### config.mk
export PLATFORM = sky130hd
export DESIGN_NAME = ask4_sym_slicer
export DESIGN_NICKNAME = d
export VERILOG_FILES = /design/src/rtl/ask4_pkg.sv /design/src/rtl/ask4_decide.sv /design/src/rtl/ask4_sym_slicer.sv
export SDC_FILE = /design/constraint.sdc
export NUM_CORES = 1
export LEC_CHECK = 0
export ABC_AREA = 1
export CAP_MARGIN = 0
export CORE_MARGIN = 5
export CORE_UTILIZATION = 55
export CTS_BUF_LIST = sky130_fd_sc_hd__clkbuf_2
export CTS_CLUSTER_DIAMETER = 50
export DETAILED_ROUTE_END_ITERATION = 6
export GPL_TIMING_DRIVEN = 0
export HOLD_SLACK_MARGIN = 0.1
export PLACE_DENSITY = 0.76
export SLEW_MARGIN = 10
export SYNTH_ARGS = -nofsm -noshare
export SYNTH_HDL_FRONTEND = slang
export SYNTH_SLANG_ARGS = --single-unit
### constraint.sdc
create_clock -name sys_clk -period 8.2 [get_ports sys_clk]
set_input_delay 2.05 -clock sys_clk [delete_from_list [all_inputs] [get_ports sys_clk]]
set_output_delay 2.05 -clock sys_clk [all_outputs]
set_load 0.01 [all_outputs]
### src/rtl/ask4_pkg.sv
// Shared definitions for the 4-ASK symbol slicer: widths, Gray codes, FSM states, limits.
// Latency: n/a (definitions only).
// Backpressure: n/a.
package ask4_pkg;

    localparam int WIDTH = 18;

    // Gray mapping of the four amplitude levels
    localparam logic [1:0] G_M3 = 2'b00;
    localparam logic [1:0] G_M1 = 2'b01;
    localparam logic [1:0] G_P1 = 2'b11;
    localparam logic [1:0] G_P3 = 2'b10;

    typedef enum logic [1:0] {
        IDLE  = 2'd0,
        ACCUM = 2'd1,
        DUMP  = 2'd2
    } state_t;

    // Symmetric 1s17 saturation limits, so -2^17 is never produced
    localparam int SAT_MAX = (1 << (WIDTH - 1)) - 1;
    localparam int SAT_MIN = -SAT_MAX;

endpackage

### src/rtl/ask4_decide.sv
// Registered 4-ASK slicer: Gray decision, saturated decision error and |y| from one captured symbol.
// Latency: 1 sys_clk from cap/ysym to dec/err/y_abs/valid.
// Backpressure: none; every cap produces one valid strobe.
module ask4_decide #(
    parameter int WIDTH = ask4_pkg::WIDTH
) (
    input  logic                    sys_clk,
    input  logic                    reset,
    input  logic                    cap,
    input  logic signed [WIDTH-1:0] ysym,
    input  logic signed [WIDTH-1:0] thr,
    output logic [1:0]              dec,
    output logic signed [WIDTH-1:0] err,
    output logic [WIDTH-1:0]        y_abs,
    output logic                    valid
);
    import ask4_pkg::*;

    localparam int XW = WIDTH + 2;
    localparam logic signed [XW-1:0] ERR_HI = XW'(SAT_MAX);
    localparam logic signed [XW-1:0] ERR_LO = XW'(SAT_MIN);
    localparam logic [WIDTH-1:0]     Y_MOST_NEG = {1'b1, {(WIDTH-1){1'b0}}};

    logic signed [XW-1:0]    y_x;
    logic signed [XW-1:0]    thr_x;
    logic signed [XW-1:0]    b_x;
    logic signed [XW-1:0]    b3_x;
    logic signed [XW-1:0]    level;
    logic signed [XW-1:0]    diff;
    logic [1:0]              dec_nxt;
    logic signed [WIDTH-1:0] err_nxt;
    logic [WIDTH-1:0]        abs_nxt;

    // Levels are +-b and +-3b with b = thr/2; 3b can exceed 1s17, hence the two guard bits
    always_comb begin
        y_x   = XW'(ysym);
        thr_x = XW'(thr);
        b_x   = thr_x >>> 1;
        b3_x  = thr_x + b_x;

        dec_nxt = G_M3;
        level   = -b3_x;
        if (y_x >= thr_x) begin
            dec_nxt = G_P3;
            level   = b3_x;
        end else if (!ysym[WIDTH-1]) begin
            dec_nxt = G_P1;
            level   = b_x;
        end else if (y_x >= -thr_x) begin
            dec_nxt = G_M1;
            level   = -b_x;
        end

        diff = y_x - level;
        if (diff > ERR_HI) begin
            err_nxt = WIDTH'(ERR_HI);
        end else if (diff < ERR_LO) begin
            err_nxt = WIDTH'(ERR_LO);
        end else begin
            err_nxt = WIDTH'(diff);
        end

        if (!ysym[WIDTH-1]) begin
            abs_nxt = ysym;
        end else if (ysym == Y_MOST_NEG) begin
            abs_nxt = WIDTH'(SAT_MAX);
        end else begin
            abs_nxt = -ysym;
        end
    end

    always_ff @(posedge sys_clk) begin
        if (reset) begin
            dec   <= '0;
            err   <= '0;
            y_abs <= '0;
            valid <= 1'b0;
        end else begin
            valid <= cap;
            if (cap) begin
                dec   <= dec_nxt;
                err   <= err_nxt;
                y_abs <= abs_nxt;
            end
        end
    end

endmodule

### src/rtl/ask4_sym_slicer.sv
// Symbol-rate 4-ASK slicer: phase-selected decimation, decision, block means of |y| and error power.
// Latency: dec_valid 2 sys_clk after the capture strobe; acc_done 2 sys_clk after the block's last dec_valid.
// Backpressure: none; strobe driven. SLICER_FIXED_THR_EN holds the threshold at THR_INIT.
module ask4_sym_slicer #(
    parameter int                          WIDTH        = ask4_pkg::WIDTH,
    parameter int                          SPS          = 4,
    parameter int                          PH_W         = 2,
    parameter int                          ACC_LEN_LOG2 = 10,
    parameter logic signed [WIDTH-1:0]     THR_INIT     = 18'sd65536
) (
    input  logic                    sys_clk,
    input  logic                    reset,
    input  logic                    sam_clk_en,
    input  logic                    sym_clk_en,
    input  logic signed [WIDTH-1:0] y_in,
    input  logic [PH_W-1:0]         sym_phase,
    output logic [1:0]              dec_out,
    output logic                    dec_valid,
    output logic signed [WIDTH-1:0] err_out,
    output logic signed [WIDTH-1:0] thr_out,
    output logic [WIDTH-1:0]        err_pwr_out,
    output logic                    acc_done
);
    import ask4_pkg::*;

    localparam int SUM_W = WIDTH + ACC_LEN_LOG2;
    localparam int PW    = 2 * WIDTH;

    state_t                  state;
    logic [PH_W-1:0]         ph;
    logic                    ph_hit;
    logic                    cap;
    logic                    cap_q;
    logic signed [WIDTH-1:0] ysym;
    logic [WIDTH-1:0]        y_abs;
    logic [ACC_LEN_LOG2-1:0] sym_cnt;
    logic [SUM_W-1:0]        sum_esq;
    logic [WIDTH-1:0]        pwr_mean;
    logic [ACC_LEN_LOG2-1:0] pwr_frac_unused;
    logic signed [PW-1:0]    prod;
    logic [WIDTH-1:0]        esq;
    logic                    prod_sign_unused;
    logic [WIDTH-2:0]        prod_lo_unused;

    // sym_clk_en restarts the sample index at 0, so the symbol's first sample is judged against phase 0
    always_comb begin
        ph_hit = sym_clk_en ? (sym_phase == '0) : (ph == sym_phase);
        cap    = sam_clk_en && ph_hit && ((state != IDLE) || sym_clk_en);
    end

    always_ff @(posedge sys_clk) begin
        if (reset) begin
            ph <= '0;
        end else if (sam_clk_en) begin
            if (sym_clk_en) begin
                ph <= PH_W'(1);
            end else if (ph == PH_W'(SPS - 1)) begin
                ph <= '0;
            end else begin
                ph <= ph + PH_W'(1);
            end
        end
    end

    always_ff @(posedge sys_clk) begin
        if (reset) begin
            ysym  <= '0;
            cap_q <= 1'b0;
        end else begin
            cap_q <= cap;
            if (cap) begin
                ysym <= y_in;
            end
        end
    end

    ask4_decide #(
        .WIDTH (WIDTH)
    ) u_decide (
        .sys_clk (sys_clk),
        .reset   (reset),
        .cap     (cap_q),
        .ysym    (ysym),
        .thr     (thr_out),
        .dec     (dec_out),
        .err     (err_out),
        .y_abs   (y_abs),
        .valid   (dec_valid)
    );

    // err^2 is 2s34; bits [34:17] give the unsigned 1s17 power sample
    assign prod = PW'(err_out) * PW'(err_out);
    assign {prod_sign_unused, esq, prod_lo_unused} = prod;
    assign {pwr_mean, pwr_frac_unused} = sum_esq;

`ifdef SLICER_FIXED_THR_EN
    logic [WIDTH-1:0] y_abs_unused;
    assign y_abs_unused = y_abs;
`else
    logic [SUM_W-1:0]        sum_abs;
    logic [WIDTH-1:0]        thr_mean;
    logic [ACC_LEN_LOG2-1:0] abs_frac_unused;
    assign {thr_mean, abs_frac_unused} = sum_abs;
`endif

    always_ff @(posedge sys_clk) begin
        if (reset) begin
            state       <= IDLE;
            sym_cnt     <= '0;
            sum_esq     <= '0;
`ifndef SLICER_FIXED_THR_EN
            sum_abs     <= '0;
`endif
            thr_out     <= THR_INIT;
            err_pwr_out <= '0;
            acc_done    <= 1'b0;
        end else begin
            acc_done <= 1'b0;
            case (state)
                IDLE: begin
                    if (sam_clk_en && sym_clk_en) begin
                        state <= ACCUM;
                    end
                end
                ACCUM: begin
                    if (dec_valid) begin
                        sum_esq <= sum_esq + SUM_W'(esq);
`ifndef SLICER_FIXED_THR_EN
                        sum_abs <= sum_abs + SUM_W'(y_abs);
`endif
                        sym_cnt <= sym_cnt + 1'b1;
                        if (&sym_cnt) begin
                            state <= DUMP;
                        end
                    end
                end
                DUMP: begin
`ifndef SLICER_FIXED_THR_EN
                    thr_out <= signed'(thr_mean);
                    sum_abs <= '0;
`endif
                    err_pwr_out <= pwr_mean;
                    acc_done    <= 1'b1;
                    sum_esq     <= '0;
                    sym_cnt     <= '0;
                    state       <= ACCUM;
                end
                default: begin
                    state <= IDLE;
                end
            endcase
        end
    end

endmodule

# After elaboration in Yosys (flattened, before gate mapping)
# Index checks and enable logic that the tools add are counted.
[op_classes]
n_addsub = 10
multipliers = 1
n_bitwise = 0
n_div = 0
n_eq_ne = 8
reduce_logical = 11
shift = 0
order_cmp = 4
mux = 24
[ops]
columns = ["operator", "count"]
rows = [
  ["28-bit one-hot mux with 2 select lines", 2],
  ["18-bit 2-to-1 mux", 4],
  ["20-bit 2-to-1 mux", 3],
  ["28-bit by 18-bit adder with 28-bit output", 2],
  ["28-bit 2-to-1 mux", 2],
  ["18-bit by 18-bit multiplier with 35-bit output", 1],
  ["18-bit by 20-bit >= comparator with 1-bit output", 1],
  ["20-bit by 18-bit greater-than comparator with 1-bit output (second input constant)", 1],
  ["20-bit by 18-bit less-than comparator with 1-bit output (second input constant)", 1],
  ["17-bit negation with 20-bit output", 1],
  ["18-bit negation with 20-bit output", 1],
  ["20-bit negation", 1],
  ["10-bit one-hot mux with 2 select lines", 1],
  ["18-bit by 20-bit subtractor with 20-bit output", 1],
  ["18-bit by 17-bit adder with 19-bit output", 1],
  ["18-bit equality test (second input constant)", 1],
  ["18-bit >= comparator", 1],
  ["18-bit negation", 1],
  ["2-bit 2-to-1 mux", 7],
  ["10-bit by 1-bit adder with 10-bit output (second input constant)", 1],
  ["10-bit 2-to-1 mux", 1],
  ["10-bit AND reduction", 1],
  ["2-bit one-hot mux with 3 select lines", 1],
  ["2-bit equality test (second input constant)", 2],
  ["other kinds (12)", 19],
]
[totals]
ff_bits = 165
memories = 0
inputBits = 24
latchBits = 0
wordCells = 72
out_inout_bits = 58
ram_bits = 0
romBits = 0

# Longest topological paths before layout
# Gate-level depths: netlist of run 1.
[logic_depth]
ltp_word = 9
mapped_depth = 46
depth_no_buf = 44

# Modules after synthesis
# A second synthesis of run 1 with hierarchy kept.
[hier_totals]
cells_unflattened = 3596
area_unflattened_um2 = 25090.3
[modules_own_cells]
columns = ["mod", "area_each_um2", "n_inst", "cells_per_inst", "seq_area_each_um2"]
rows = [
  ["ask4_sym_slicer", 18423.9, 1, 2504, 2522.4],
  ["ask4_decide", 6666.4, 1, 1092, 780.7],
]

# Worst setup path before layout of run 1
# Ideal clock, no wire load.
[synth_timing]
path_type = "reg-to-reg"
startpoint = "reg u_decide.err[17]"
endpoint = "reg sum_esq[22]"
n_path_buf = 2
period_less_slack_ps = 7406
arrival_time_ps = 7293
required_ps = 8087
setup_slack_ps = 794
setup_time_ps = 113
stages_incl_launch_ff = 36
cell_sequence = "dfxtp_1 > clkbuf_1 > buf_1 > nand2_1 > fa_1 > inv_1 > fa_1 > inv_1 > fa_1 > fa_1 > inv_1 > fa_1 > inv_1 > fa_1 > inv_1 > ha_1 > nand2_1 > nor4_1 > a221oi_1 > nand2_1 > nand4_1 > o211ai_1 > xor2_1 > ha_1 > a21oi_1 > o21ai_0 > a21oi_1 > nand2_1 > nand3_1 > nand2_1 > nand2_1 > inv_1 > nand2_1 > nand2_1 > nand2_1 > nor2_1"
[synth_via]
elab_chain_cells = 4
[synth_lines]
columns = ["element", "line_no", "source"]
rows = [
  ["start: declaration", "ask4_decide.sv:13", "output logic signed [WIDTH-1:0] err,"],
  ["start signal: assignment", "ask4_decide.sv:82", "err <= err_nxt;"],
  ["18-bit by 18-bit multiplier with 35-bit output", "ask4_sym_slicer.sv:92", "assign prod = PW'(err_out) * PW'(err_out);"],
  ["28-bit by 18-bit adder with 28-bit output", "ask4_sym_slicer.sv:127", "sum_esq <= sum_esq + SUM_W'(esq);"],
  ["28-bit 2-to-1 mux", "ask4_sym_slicer.sv:126", "if (dec_valid) begin"],
  ["28-bit one-hot mux with 2 select lines", "ask4_sym_slicer.sv:119", "case (state)"],
  ["end signal: assignment", "ask4_sym_slicer.sv:127", ""],
  ["end: declaration", "ask4_sym_slicer.sv:37", "logic [SUM_W-1:0] sum_esq;"],
]
# No other way between the ends. The select of a mux whose other input is x is not followed.
# A chain may end at the register's enable or synchronous reset.

# Worst setup path in the final report of run 1
[layout_timing]
startpoint = "reg u_decide.err[7]"
endpoint = "reg sum_esq[22]"
# The elaborated chain is that of the path after synthesis.

==> results of run 1 <==
[power by group through the flow]
stage | Combinational (mW) | Clock [mW] | Sequential, mW
floorplan | 0.466 | 0 | 0.842
CTS | 0.653 | 0.450 | 0.838
global placement | 0.633 | 0 | 0.851
global route | 0.747 | 0.484 | 0.839
finish | 0.668 | 0.444 | 0.837
detailed placement | 0.645 | 0 | 0.852
[layer usage]
layer | part of all wire | up-vias | global-route usage
li1 | - | 9872 | -
met1 | 0.43 | 9967 | 0.401
met2 | 0.47 | 797 | 0.498
met3 | 0.072 | 125 | 0.0411
met4 | 0.036 | 0 | 0.0928
met5 | 0 | - | 0
[path summary, 6_finish.rpt]
path | cells after the start | startpoint | to
worst max register to register | 42 | u_decide.err[7] | sum_esq[22]
worst min register to register | 2 | sum_abs[24] | thr_out[14]
worst min-delay path | 2 | sum_abs[24] | thr_out[14]
worst max-delay path | 42 | u_decide.err[7] | sum_esq[22]
[synth_stat cells (all sizes together)]
master	instances	area share
o221a	1	0.00048
xor2	69	0.026
nand3	93	0.023
o21ai	195	0.042
a22o	9	0.0034
o21bai	13	0.0042
and3	3	0.00081
nor2	203	0.036
ha	231	0.12
nand4	26	0.0075
and2	2	0.00054
o311ai	2	0.00075
a21boi	4	0.0013
a221oi	3	0.0011
o22ai	9	0.0024
a211oi	2	0.00065
a21oi	242	0.054
dfxtp	165	0.14
nor3	34	0.0075
a2111oi	1	0.00038
inv	676	0.11
o2111ai	1	0.00038
clkbuf	66	0.011
nor4	5	0.0013
o221ai	3	0.0011
a22oi	5	0.0016
fa	297	0.26
o31ai	3	0.00097
clkinv	7	0.0011
o211ai	15	0.0049
or2	12	0.0032
o21a	6	0.0019
a21o	10	0.0032
o32ai	1	0.00038
nand2	612	0.10
nor3b	4	0.0015
xnor2	31	0.012
a31oi	11	0.0030
buf	19	0.0040
nand3b	6	0.0019
[cells by family after synthesis]
family | count (synthesis) | synth area share
adders and majority gates | 528 | 0.381
and+or+nand+nor | 1000 | 0.186
buffers and inverters | 768 | 0.125
AOI/OAI and AO/OA | 536 | 0.128
xor gates and xnor gates | 100 | 0.0377
DFF | 165 | 0.142
[stage by stage]
step                      setup TNS [ps]  setup WS (ps)  cell area [um2]  instances
after floorplan                        0            794            23200       3097
after global placement            -17190          -1100            24700       3717
after detailed placement          -18350          -1150            24700       3717
after CTS                              0           9.41            25100       3749
after global routing                -202          -66.0            25400       3763
final                                  0            394            25400       3763
[registers in the layout, indices dropped and copies added (netlist names)]
register        count
acc_done            1
cap_q               1
u_decide.y_abs     18
state               2
sym_cnt            10
err_pwr_out        18
sum_abs            28
u_decide.valid      1
sum_esq            28
ph                  2
thr_out            18
u_decide.err       18
u_decide.dec        2
ysym               18
[worst max-delay path: cells and delay by family (launching register included)]
family	cells	cell delay [ps]
DFF	1	440
xor gates and xnor gates	1	320
buffers and inverters	7	700
and+or+nand+nor	18	1730
adders and majority gates	9	3600
AOI/OAI and AO/OA	7	1030
[final cells by class]
class | instances | area (um2)
inverters | 683 | 2560
plain buffers | 83 | 482
clock inverters | 15 | 136
flip-flops and latches | 165 | 3340
repair buffers | 96 | 936
clock buffers | 17 | 85.1
well taps | 539 | 674
multi-input cells | 2164 | 17200
fillers | 3844 | 16400
diodes | 1 | 2.50
[layout by cell type, fill, tap and decap left out, types with 10 or more instances in the layout]
master / synthesis / layout
inv_1: 672 / 671
nand2_1: 582 / 579
fa_1: 297 / 293
a21oi_1: 232 / 226
ha_1: 231 / 226
nor2_1: 194 / 193
o21ai_0: 188 / 184
dfxtp_1: 165 / 152
nand3_1: 85 / 84
clkdlybuf4s50_1: 0 / 81
xor2_1: 69 / 68
clkbuf_1: 66 / 41
nor3_1: 33 / 31
nand2_2: 27 / 30
xnor2_1: 31 / 29
nand4_1: 24 / 24
buf_4: 0 / 24
clkbuf_2: 0 / 20
o211ai_1: 15 / 15
a21oi_2: 10 / 15
clkbuf_4: 0 / 12
a31oi_1: 11 / 11
a21o_1: 10 / 10
o21bai_1: 13 / 10
or2_2: 10 / 10
[what timing repair did]
action                                  CTS  global route
endpoints found under the setup margin   23            17
hold buffers                              0             0
endpoints found under the hold margin     0             0
setup buffers                             0            15
resized for setup                        71            96
pin swaps                                 0            12
==> results.ini, run 1 <==
[outcome]
outcome=complete, no violations

[synthesis]
ys_ff_latch=165
syn-num-nets=3649
netlist_instances=3097
synth_cell_types=58
synth.cell_area_mm2=0.0232
ys_warn_count=0
avgSynthCellArea_um2=7.50
ys_seq_area_frac=0.142

[sta]
timing.fmax_ghz=0.128
period_share=0.952
hold_viol_final=0
worst_slew_pin_slew_ps=684
maxSlewViolCount=0
slew_headroom=0.544
post-route-min-period_ps=7810
setup_viol=0
finClkSkew_ps=101
fin_hold_ws_ps=472

[critical_path]
slowest_stage=fa_1
start_kind=register
cp-end-kind=register
cpPeakStageDelay_ps=540
reg2reg_slack_ps=390
required_ps=9000
critical_path_class=register to register
cp.arrival_ps=8600
crit_path_frequent_cell=nand2_1
worstPathMaxFanout=10

[min_path]
holdCritPathClass=register to register

[route]
drt_first_pass_iters=6
drtIter0Drc=1846
vias=20761
viasPerCell=5.52
avgRoutedWirePerCell_um=18.2
wirelength_mm=68.6
drc=0
drtAntennaViolNets=0

[clocking]
clkTransAtPathRegs_ps=360
cts_tree=done
cts_root_buffer=clkbuf_2
clock-sinks=165
clockBufferDepth=2
numCtsBuffers=17
htreeDepth=4
clkLatencyLatePin_ps=870

[global_route]
grt_pass1_vias=21003
grt_max_degree=18
grt_pass1_wl_mm=110
grt_antenna_before_repair=1
grtUsageTotal=0.297
grt-ovfl-total=0

[floorplanning]
die-area_mm2=0.0464
rows=75
coreArea_mm2=0.0419
fp.dieH_um=215
pin_count=82
die-width_um=215
initial_core_util=0.555

[final_layout]
layout-drive-gt1-share=0.0658
final_util=0.608
area_growth_pct=9.55
finalNetCount=3762

[placed_design]
hpwl_mm=56.5
portBuffers=81
place_congestion=0.975

[power_and_ir_drop]
internal_power_mw=1.14
p_sw_mw=0.812
swShare=0.416
power_density_mw_per_mm2=76.7
p_seq_frac=0.429
p_leak_nw=13.6
ir_drop_v=0.000124
combPwrFrac=0.343
clockPowerShare=0.228
power_mw=1.95

[run]
cap_violations=0

No activity file was read; power rests on OpenSTA's default activity.
==> run 2: changes to the inputs <==
--- a/config.mk
+++ b/config.mk
@@ -6,7 +6,6 @@
 export NUM_CORES = 1
 export LEC_CHECK = 0
 export ABC_AREA = 1
-export CAP_MARGIN = 0
 export CORE_MARGIN = 5
 export CORE_UTILIZATION = 55
 export CTS_BUF_LIST = sky130_fd_sc_hd__clkbuf_2
==> results of run 2 <==
Same layout as run 1: the final DEF is identical, and so are final timing and power.
